[src/rtl/conv_encoder_param_if.sv]
// Streaming bundle for conv_encoder_param: one information bit in, one N-bit code symbol out.
// master = bit source / symbol sink side, slave = encoder side.
interface conv_encoder_param_if #(
  parameter int N = 2
);
  logic         in_bit;
  logic         in_last;
  logic         in_valid;
  logic         in_ready;
  logic [N-1:0] out_sym;
  logic         out_last;
  logic         out_valid;
  logic         out_ready;

  modport master (
    output in_bit, in_last, in_valid, out_ready,
    input  in_ready, out_sym, out_last, out_valid
  );

  modport slave (
    input  in_bit, in_last, in_valid, out_ready,
    output in_ready, out_sym, out_last, out_valid
  );
endinterface

[src/rtl/conv_encoder_param.sv]
// Rate-1/N feed-forward convolutional encoder, constraint length K, generators G.
// `define CONV_ENC_ZERO_TAIL_EN for zero-tail frame termination; otherwise frames are truncated.

module conv_enc_parity #(
  parameter int             K    = 3,
  parameter logic [K-1:0]   TAPS = '1
) (
  input  logic [K-1:0] w_i,
  output logic         p_o
);
  assign p_o = ^(TAPS & w_i);
endmodule

module conv_encoder_param #(
  parameter int               K = 3,
  parameter int               N = 2,
  parameter logic [N*K-1:0]   G = 6'b111_101
) (
  input  logic               CLK,
  input  logic               RST_N,
  conv_encoder_param_if.slave bus
);
  logic [K-2:0] s_q, s_d;
  logic [N-1:0] sym_q, sym_d, par;
  logic         last_q, last_d;
  logic         vld_q, vld_d;
  logic         load, accept, step, cur;
  logic [K-1:0] w;

  // w[K-1] is the bit being encoded, w[0] the oldest remembered bit
  assign w = {cur, s_q};

  generate
    for (genvar j = 0; j < N; j++) begin : g_ch
      conv_enc_parity #(.K(K), .TAPS(G[j*K +: K])) u_par (.w_i(w), .p_o(par[j]));
    end
  endgenerate

  assign load   = !vld_q || bus.out_ready;
  assign accept = bus.in_valid && bus.in_ready;

`ifdef CONV_ENC_ZERO_TAIL_EN
  localparam int CW = $clog2(K);
  typedef enum logic {RUN, TAIL} state_e;
  state_e        state_q, state_d;
  logic [CW-1:0] cnt_q, cnt_d;

  assign bus.in_ready = RST_N && load && (state_q == RUN);
  assign cur          = (state_q == RUN) ? bus.in_bit : 1'b0;
  assign step         = (state_q == RUN) ? accept : load;
`else
  assign bus.in_ready = RST_N && load;
  assign cur          = bus.in_bit;
  assign step         = accept;
`endif

  always_comb begin
    s_d    = s_q;
    sym_d  = sym_q;
    last_d = last_q;
    vld_d  = vld_q && !bus.out_ready;
`ifdef CONV_ENC_ZERO_TAIL_EN
    state_d = state_q;
    cnt_d   = cnt_q;
`endif
    if (step) begin
      vld_d  = 1'b1;
      sym_d  = par;
      s_d    = {cur, s_q[K-2:1]};
      last_d = 1'b0;
`ifdef CONV_ENC_ZERO_TAIL_EN
      if (state_q == RUN) begin
        if (bus.in_last) begin
          state_d = TAIL;
          cnt_d   = CW'(K-1);
        end
      end else begin
        // K-1 zero shifts flush the memory, so s is zero when we return to RUN
        cnt_d = cnt_q - CW'(1);
        if (cnt_q == CW'(1)) begin
          last_d  = 1'b1;
          state_d = RUN;
        end
      end
`else
      if (bus.in_last) begin
        last_d = 1'b1;
        s_d    = '0;
      end
`endif
    end
  end

  always_ff @(posedge CLK or negedge RST_N) begin
    if (!RST_N) begin
      s_q    <= '0;
      sym_q  <= '0;
      last_q <= 1'b0;
      vld_q  <= 1'b0;
    end else begin
      s_q    <= s_d;
      sym_q  <= sym_d;
      last_q <= last_d;
      vld_q  <= vld_d;
    end
  end

`ifdef CONV_ENC_ZERO_TAIL_EN
  always_ff @(posedge CLK or negedge RST_N) begin
    if (!RST_N) begin
      state_q <= RUN;
      cnt_q   <= '0;
    end else begin
      state_q <= state_d;
      cnt_q   <= cnt_d;
    end
  end
`endif

  assign bus.out_sym   = sym_q;
  assign bus.out_last  = last_q;
  assign bus.out_valid = vld_q;
endmodule

[src/flat_wrapper.sv]
// flat-port wrapper written by rule: the top's interface ports become plain ports
module conv_encoder_param_flat 
#(
  parameter int               K = 3,
  parameter int               N = 2,
  parameter logic [N*K-1:0]   G = 6'b111_101
)
  (CLK, RST_N, bus_in_bit, bus_in_last, bus_in_valid, bus_out_ready, bus_in_ready, bus_out_sym, bus_out_last, bus_out_valid);
  conv_encoder_param_if #(.N(N)) bus_i ();
  input  logic CLK;
  input  logic RST_N;
  input wire logic [$bits(bus_i.in_bit)-1:0] bus_in_bit;
  input wire logic [$bits(bus_i.in_last)-1:0] bus_in_last;
  input wire logic [$bits(bus_i.in_valid)-1:0] bus_in_valid;
  input wire logic [$bits(bus_i.out_ready)-1:0] bus_out_ready;
  output wire logic [$bits(bus_i.in_ready)-1:0] bus_in_ready;
  output wire logic [$bits(bus_i.out_sym)-1:0] bus_out_sym;
  output wire logic [$bits(bus_i.out_last)-1:0] bus_out_last;
  output wire logic [$bits(bus_i.out_valid)-1:0] bus_out_valid;
  assign bus_i.in_bit = bus_in_bit;
  assign bus_i.in_last = bus_in_last;
  assign bus_i.in_valid = bus_in_valid;
  assign bus_i.out_ready = bus_out_ready;
  assign bus_in_ready = bus_i.in_ready;
  assign bus_out_sym = bus_i.out_sym;
  assign bus_out_last = bus_i.out_last;
  assign bus_out_valid = bus_i.out_valid;
  conv_encoder_param #(.K(K), .N(N), .G(G)) u_core (.CLK(CLK), .RST_N(RST_N), .bus(bus_i));
endmodule
[config.mk]
export PLATFORM = sky130hd
export DESIGN_NAME = conv_encoder_param_flat
export DESIGN_NICKNAME = d
export VERILOG_FILES = /design/src/rtl/conv_encoder_param_if.sv /design/src/rtl/conv_encoder_param.sv /design/src/flat_wrapper.sv
export SDC_FILE = /design/constraint.sdc
export NUM_CORES = 1
export LEC_CHECK = 0
export ABC_AREA = 1
export BUFFER_PORTS_ARGS = -buffer_cell sky130_fd_sc_hd__buf_4
export CAP_MARGIN = 40
export CELL_PAD_IN_SITES_DETAIL_PLACEMENT = 1
export CELL_PAD_IN_SITES_GLOBAL_PLACEMENT = 2
export CORE_AREA = 2 2 44 42
export DETAILED_ROUTE_END_ITERATION = 8
export DIE_AREA = 0 0 46 44
export GPL_TIMING_DRIVEN = 0
export PLACE_DENSITY = 0.71
export SYNTH_ARGS = -nofsm -noshare
export SYNTH_HDL_FRONTEND = slang
export SYNTH_SLANG_ARGS = --single-unit
[constraint.sdc]
create_clock -name CLK -period 0.9 [get_ports CLK]
set_clock_uncertainty 0.1 [all_clocks]
set_input_delay 0.045 -clock CLK [delete_from_list [all_inputs] [get_ports CLK]]
set_output_delay 0.045 -clock CLK [all_outputs]
set_load 0.01 [all_outputs]
== Word level (Yosys, flattened, before mapping) ==
Cells that the tools add are included.

* Bits in registers: 6
* Output and inout port bits: 5
* Word-level logic and storage cells: 15
* Input bits: 6

* Mux-type cells: 3
* Reduce and logical (&&, ||, !) cells: 8

{| class="wikitable"
|+ Operators with widths
! cell !! count
|-
| 3-bit XOR reduction || 2
|-
| 1-bit logical AND || 3
|-
| 1-bit zero test || 2
|-
| 1-bit two-way mux || 2
|-
| 2-bit two-way mux || 1
|-
| 1-bit logical OR || 1
|}

== Longest topological paths before layout ==
Gate-level depths: netlist of the first run.

* Word-level depth: 5
* Gate-level depth with buffers: 6
* Mapped depth without buffers: 6

== Modules after synthesis ==
A second synthesis of the first run with hierarchy kept.

* Cell total of the unflattened synthesis: 44
* Area, all modules: 319.1 um^2

{| class="wikitable"
|+ Modules (own cells, without submodules)
! module !! cells an instance !! sequential area each (um^2) !! instances !! area an instance (um^2)
|-
| conv_encoder_param || 30 || 150.1 || 1 || 265.3
|-
| conv_enc_parity (u_core.g_ch[1].u_par) || 9 || 0.0 || 1 || 35.0
|-
| conv_enc_parity (u_core.g_ch[0].u_par) || 5 || 0.0 || 1 || 18.8
|}

== Worst setup path before layout of the first run ==
No wires, ideal clock.

* Path kind: register to register
* Start: register u_core.vld_q, in the netlist u_core.bus.out_valid
* End: register u_core.s_q[0]
* Buffers on the path: 0
* Required time: 735 ps
* Arrival time: 802 ps
* Setup time: 65 ps
* Stages on the path, launching flop included: 6
* Setup slack: -67 ps
* Period minus slack after synthesis: 967 ps
* Cells stage by stage: dfrtp_1 > nand2_2 > nand3_4 > nor2_2 > nand2_1 > nand2_1

* Longest elaborated chain between the ends: 4

{| class="wikitable"
|+ Ends and longest elaborated chain
! element !! line !! RTL
|-
| start: declaration || conv_encoder_param.sv:26 || <nowiki>logic vld_q, vld_d;</nowiki>
|-
| start signal: assignment || conv_encoder_param.sv:104 || <nowiki>vld_q <= vld_d;</nowiki>
|-
| 1-bit zero test || conv_encoder_param.sv:39 || <nowiki>assign load = !vld_q || bus.out_ready;</nowiki>
|-
| 1-bit logical OR || conv_encoder_param.sv:39 ||
|-
| 1-bit logical AND || conv_encoder_param.sv:52 || <nowiki>assign bus.in_ready = RST_N && load;</nowiki>
|-
| 1-bit logical AND || conv_encoder_param.sv:40 || <nowiki>assign accept = bus.in_valid && bus.in_ready;</nowiki>
|-
| end signal: assignment || conv_encoder_param.sv:96 || <nowiki>s_q <= '0;</nowiki>
|-
| end signal: assignment || conv_encoder_param.sv:101 || <nowiki>s_q <= s_d;</nowiki>
|-
| end: declaration || conv_encoder_param.sv:23 || <nowiki>logic [K-2:0] s_q, s_d;</nowiki>
|}

Every way passes these cells.
A chain may end at the register's enable or synchronous reset.

== Worst setup path in the final report of the first run ==
* Start: register u_core.vld_q, in the netlist u_core.bus.out_valid
* End: output bus_in_ready

* Longest elaborated chain between the ends: 3

{| class="wikitable"
|+ Ends and longest elaborated chain
! element !! line !! RTL
|-
| 1-bit zero test || conv_encoder_param.sv:39 ||
|-
| 1-bit logical OR || conv_encoder_param.sv:39 ||
|-
| 1-bit logical AND || conv_encoder_param.sv:52 ||
|-
| end: declaration || flat_wrapper.sv:16 || <nowiki>output wire logic [$bits(bus_i.in_ready)-1:0] bus_in_ready;</nowiki>
|}

Every way passes these cells.

==> impl_results.md, run 1 <==
- CTS HTree Levels: 1
- Register bit total from synthesis: 6
- P per Cell Area: 1620 nW/um^2
- Commonest non-fill, non-tap cell in the layout: nand2_1
- Gpl congestion: 0.682
- R2R Setup Slk: -0.19 ns
- Std cell rows: 14
- Overflow after GRT: 0
- Worst Path Max Fanout: 3
- Clock power share: 29.4%
- Worst path cell trace: nand2_2 > nand2_2 > inv_2 > buf_6
- Via count: 328
- Combinational group share of total power: 31.6%
- All-Layer GR Usage: 9.70%
- Number of global-route vias before repair: 315
- Die Y: 44 microns
- Endpoints failing setup: 9
- Final WL: 858 microns
- ANT nets after route: 0
- Initial antenna violation count: 0
- Initial Util: 19.0%
- Status: finished with violations
- Clk slew on worst S/H paths: 0.05 ns
- HPWL after DPL: 522 microns
- Sw Pwr: 0.258 mW
- Yosys warning count: 0
- Fraction of layout cells with a size suffix above 1: 45.2%
- WL/cell: 11.0 microns
- Cell variety after synth: 8
- Vias per cell: 4.21
- Peak Freq: 907 MHz
- Internal power: 0.624 mW
- LEAKAGE: 0.290 nW
- Setup crit end kind: output port
- Largest net degree at the start of global routing: 9
- Antenna cell count: 0
- Most frequent cells in the layout: nand2_1, buf_4, buf_6, dfrtp_1, inv_1
- Crit path from: u_core.bus.out_valid
- CTS buffer count: 3
- Nets: 70
- Sequential power share: 39.0%
- Max Buffers Root-to-Sink: 2
- Die X: 46 microns
- CORE AREA: 1580 sq um
- Worst skew pair latency: 0.25 ns
- Worst hold path type: in -> reg
- R2R Path Start: u_core.bus.out_valid
- Worst path bufs/invs: 2
- Root buf cell: clkbuf_4
- Synth top area cells: dfrtp_1, nand2_1, inv_1
- Largest area contributor in the netlist: dfrtp_1
- IO Pins: 11
- Unrepaired setup endpoints after global routing: true
- Register area share after synthesis: 50.0%
- Final Max Tran Viols: 0
- Avg Inst Size Synth: 7.70 sq um
- Failing checks: setup timing
- Slowest CP cell: dfrtp_1
- Critical Path Source Type: flop
- Most used cell along the critical path: nand2_2
- Critical path depth in cells: 4
- Reg2reg path depth: 6
- CTS tree: done
- Synth-to-layout area growth: 80.8%
- Cell Area, Synth: 300 sq um
- Min Tclk post-route: 1.10 ns
- Share of the synthesized area in the top cell type: 50.0%
- Crit path arrival time: 0.96 ns
- Top Family by Delay on Critical Path: flip-flops
- Rel. slew slack: 79.7%
- Syn_nets: 45
- Starting DRT DRC Count: 2
- First-pass GRT wire length: 1290 microns
- Crit Reg-Reg Endpoint: u_core.s_q[0]
- Finished Cell Area: 543 sq um
- Max incr delay on CP: 0.38 ns
- Die area: 2020 sq um
- Max VDD drop: 0.000583 V
- Sw Ratio: 29.3%
- Cells after Synth: 39
- Pre-CTS setup slack: -0.115 ns
- Max cap viols: 0
- Input/output buffers: 10
- Setup CP Type: reg -> out
- Slew at the pin closest to its max-slew limit: 0.304 ns
- # clock sinks: 6
- Critical path capture point: bus_in_ready
- DRC errors left: 0
- Pre-antenna DRT Iters: 2
- Final worst-path cycle share: 123%
- Worst setup margin: -0.203 ns
- Placed Area: 395 sq um
- Final Hold Viols: 0
- Worst Path Required: 0.75 ns
[power groups by stage]
stage | Combinational [mW] | Clock, mW | Sequential [mW]
floorplan | 0.0741 | 0 | 0.356
global placement | 0.184 | 0 | 0.343
detailed placement | 0.187 | 0 | 0.343
CTS | 0.257 | 0.268 | 0.343
global route | 0.309 | 0.279 | 0.350
finish | 0.279 | 0.260 | 0.344
[registers in the layout (all words and copies together) (netlist names)]
| signal | flops |
|---|---|
| u_core.bus.out_valid | 1 |
| u_core.bus.out_last | 1 |
| u_core.s_q | 2 |
| u_core.bus.out_sym | 2 |
[routing by layer]
metal  vias to the layer above  GRT usage, %  wire, microns
li1                        164             -              -
met3                         4          7.50             64
met1                       151          10.1            305
met2                         9          16.4            458
met4                         0             0             29
met5                         -             0              0
[worst min-delay path: stages]
cell,delay (ns)
buf_4,0.10
nand2_1,0.06
nand2_1,0.06
o21ai_0,0.07
[repair_timing]
action	4_1_cts	5_1_grt
hold buffers	3	0
pin swaps	1	2
setup buffers	5	2
gates resized for setup	6	6
setup endpoints to repair	10	11
endpoints found under the hold margin	9	0
[cells by family after synthesis]
| logic type | share of synthesized area [%] |
|---|---|
| and+or+nand+nor | 40.8 |
| AOI/OAI and AO/OA | 1.67 |
| DFF | 50.0 |
| buffers and inverters | 7.50 |
[cells in the mapped netlist]
master and number:
nor2_2 2, dfrtp_1 6, nand3_4 1, o21ai_0 1
inv_1 6, nand2_1 19, nand3_1 3, nand2_2 1
[metrics by stage]
step	utilization, %	std cells	power [mW]	hold WS [ns]	setup TNS, ns
4_1_cts	32.2	76	0.869	0.0298	-1.29
2_1_floorplan	-	39	0.430	-0.351	-0.243
3_5_place_dp	25.1	65	0.530	-0.224	-0.455
3_3_place_gp	25.1	65	0.526	-0.223	-0.364
6_report	34.4	78	0.882	0.0268	-1.34
5_1_grt	34.4	78	0.938	0.0803	-1.93
[how the worst min path moves through the flow]
stage                     depth (start not counted)                    end  slack (ns)        from
after detailed placement                          1  u_core.bus.out_sym[0]       -0.22       RST_N
after CTS                                         4  u_core.bus.out_sym[0]        0.03  bus_in_bit
after global placement                            1  u_core.bus.out_sym[0]       -0.22       RST_N
after floorplan                                   0    u_core.bus.out_last       -0.35       RST_N
after global routing                              4  u_core.bus.out_sym[0]        0.08  bus_in_bit
final                                             4  u_core.bus.out_sym[0]        0.03  bus_in_bit
[final cells by class]
| cell class | count | area (sq um) |
|---|---|---|
| clock buffer | 3 | 22.5 |
| fill | 189 | 1030 |
| inverter | 6 | 22.5 |
| multi-input combinational | 27 | 148 |
| sequential | 6 | 150 |
| tap | 16 | 20.0 |
| timing repair buffer | 20 | 180 |
No activity file was read; power rests on OpenSTA's default activity.
==> inputs of run 2 (changes only) <==
Settings changed: GPL_TIMING_DRIVEN 0 to unset.
==> run 2 against run 1 <==
The flow still finishes with violations (setup timing); worst setup slack improved by 0.0035 ns; first-iteration DRC count increased to 2.5 times the previous value; total power down 1.4%; hold slack got worse by 0.0044 ns; flip-flop and latch count is the same; sequential share of layout area rose by 1.3 points; core utilization is 1.6 points lower; combinational power down 2%; clock-buffer cell count unchanged; die area unchanged; largest cell class unchanged.
==> impl_results.md, run 2 (synthesized netlist as in run 1, its figures left out) <==
- Initial Util: 19.0% (unchanged)
- Input/output buffers: 10 (unchanged)
- Setup CP Type: reg -> reg
- Initial antenna violation count: 0 (unchanged)
- Min Tclk post-route: 1.10 ns (-0.00349 ns)
- Worst hold path type: in -> reg
- Peak Freq: 909 MHz (+0.32%)
- Final WL: 813 microns (-5.2%)
- Pre-antenna DRT Iters: 4 (+2)
- Commonest non-fill, non-tap cell in the layout: nand2_1
- Max cap viols: 0 (unchanged)
- P per Cell Area: 1680 nW/um^2 (+3.4%)
- # fillers: 191 (+1.1%)
- CTS buffer count: 3 (unchanged)
- Worst Hold Depth: 4 (unchanged)
- Die Y: 44 microns (unchanged)
- CTS HTree Levels: 1 (unchanged)
- Final cell count without fillers: 76 (-2.6%)
- Min-delay src: bus_in_bit
- Root buf cell: clkbuf_4
- Hold endpoint: u_core.bus.out_sym[0]
- Inst Count DP: 66 (+1.5%)
- First-pass GRT wire length: 1310 microns (+1.6%)
- Vias per cell: 4.22 (+0.44%)
- Most frequent cells in the layout: nand2_1, buf_4, buf_6, dfrtp_1, inv_1
- Rel. slew slack: 85.6% (+6.0 points)
- LEAKAGE: 0.280 nW (-3.5%)
- Die area: 2020 sq um (unchanged)
- Crit path arrival time: 1.19 ns (+0.23 ns)
- Endpoints failing setup: 9 (unchanged)
- Max Buffers Root-to-Sink: 2 (unchanged)
- Total chip power: 0.870 mW (-1.4%)
- CTS tree: done
- Fin util: 32.9% (-1.6 points)
- Clk slew on worst S/H paths: 0.04 ns (about the same)
- Slew at the pin closest to its max-slew limit: 0.215 ns (-0.0890 ns)
- # clock sinks: 6 (unchanged)
- Status: finished with violations
- Final Max Tran Viols: 0 (unchanged)
- Final Hold Viols: 0 (unchanged)
- Overflow after GRT: 0 (unchanged)
- R2R Path Start: u_core.bus.out_valid
- Failing checks: setup timing
- Antenna cell count: 0 (unchanged)
- Setup crit end kind: flop
- Number of global-route vias before repair: 312 (-0.95%)
- Final worst-path cycle share: 122% (-0.39 points)
- All-Layer GR Usage: 9.48% (-0.23 points)
- CORE AREA: 1580 sq um (unchanged)
- Gpl congestion: 0.620 (-9.1%)
- Critical Path Source Type: flop
- Max VDD drop: 0.000511 V (-12%)
- DRC errors left: 0 (unchanged)
- Largest net degree at the start of global routing: 9 (unchanged)
- Starting DRT DRC Count: 5 (+3)
- Via count: 321 (-2.1%)
- Std cell rows: 14 (unchanged)
- Worst Path Required: 0.99 ns (+0.24 ns)
- R2R Setup Slk: -0.20 ns (about the same)
- HPWL after DPL: 560 microns (+7.2%)
- Crit Reg-Reg Endpoint: u_core.s_q[1]
- Die X: 46 microns (unchanged)
- WL/cell: 10.7 microns (-2.8%)
- Worst Path Max Fanout: 8 (+5)
- Nets: 68 (-2.9%)
- Unrepaired setup endpoints after global routing: true
- IO Pins: 11 (unchanged)
- Fraction of layout cells with a size suffix above 1: 41.7% (-3.5 points)
- ANT nets after route: 0 (unchanged)
- Reg2reg path depth: 6 (unchanged)
- Worst skew pair latency: 0.25 ns (about the same)
- Synth-to-layout area growth: 72.5%
- Worst setup margin: -0.200 ns (+0.00349 ns)
[run 2: cell types whose count changed in the layout (fill, tap and decap cells not counted), sizes merged]
cell  change
buf       -2
[run 2: how the worst max path moves through the flow]
stage | start | to | slack, ns
2_1_floorplan | u_core.bus.out_valid | u_core.s_q[0] | -0.06
3_3_place_gp | u_core.bus.out_valid | u_core.s_q[1] | -0.10
3_5_place_dp | u_core.bus.out_valid | u_core.s_q[1] | -0.12
4_1_cts | u_core.bus.out_valid | u_core.s_q[1] | -0.20
5_1_grt | u_core.bus.out_valid | u_core.s_q[1] | -0.26
6_report | u_core.bus.out_valid | u_core.s_q[1] | -0.20
[run 2: routing by layer]
layer | vias to the layer above | global-route usage, % | part of all wire [%]
li1 | 161 | - | -
met1 | 149 | 10.2 | 39
met2 | 9 | 14.7 | 52
met3 | 2 | 6.25 | 7.5
met4 | 0 | 3.43 | 1.5
met5 | - | 0 | 0
[run 2: power by group]
part / internal, mW / switching (mW)
Clock: 0.151 / 0.102
Sequential: 0.313 / 0.0318
Combinational: 0.158 / 0.115
[run 2: final cells by class]
type / count / area [sq um] / share of cell area, %
Clock buffer: 3 / 22.5 / 4.35
Inverter: 6 / 22.5 / 4.35
Multi-Input combinational cell: 27 / 138 / 26.6
Sequential cell: 6 / 150 / 29.0
Tap cell: 16 / 20.0 / 3.86
Timing Repair Buffer: 18 / 165 / 31.9
[run 2: worst max-delay path: stages (launching register included)]
cell     delay, ns
dfrtp_1       0.38
nand2_2       0.08
buf_6         0.10
nand3_4       0.12
nor2_4        0.14
nand2_1       0.06
nand2_1       0.05
[run 2: stage by stage]
stage / setup WS, ns / cell area, sq um / hold slack (ns) / TNS [ns]
after CTS: -0.197 / 497 / 0.0250 / -1.21
final: -0.200 / 518 / 0.0224 / -1.17
after detailed placement: -0.116 / 403 / -0.236 / -0.493
after floorplan: -0.0573 / 300 / -0.351 / -0.243
after global routing: -0.262 / 518 / 0.0614 / -1.68
after global placement: -0.102 / 403 / -0.237 / -0.414
[run 2: timing repair]
item,4_1_cts,5_1_grt
setup buffers,3,1
endpoints found under the hold margin,9,0
setup endpoints to repair,10,11
gates resized for setup,5,6
gates cloned,0,0
hold buffers,3,0
pin swaps,1,4
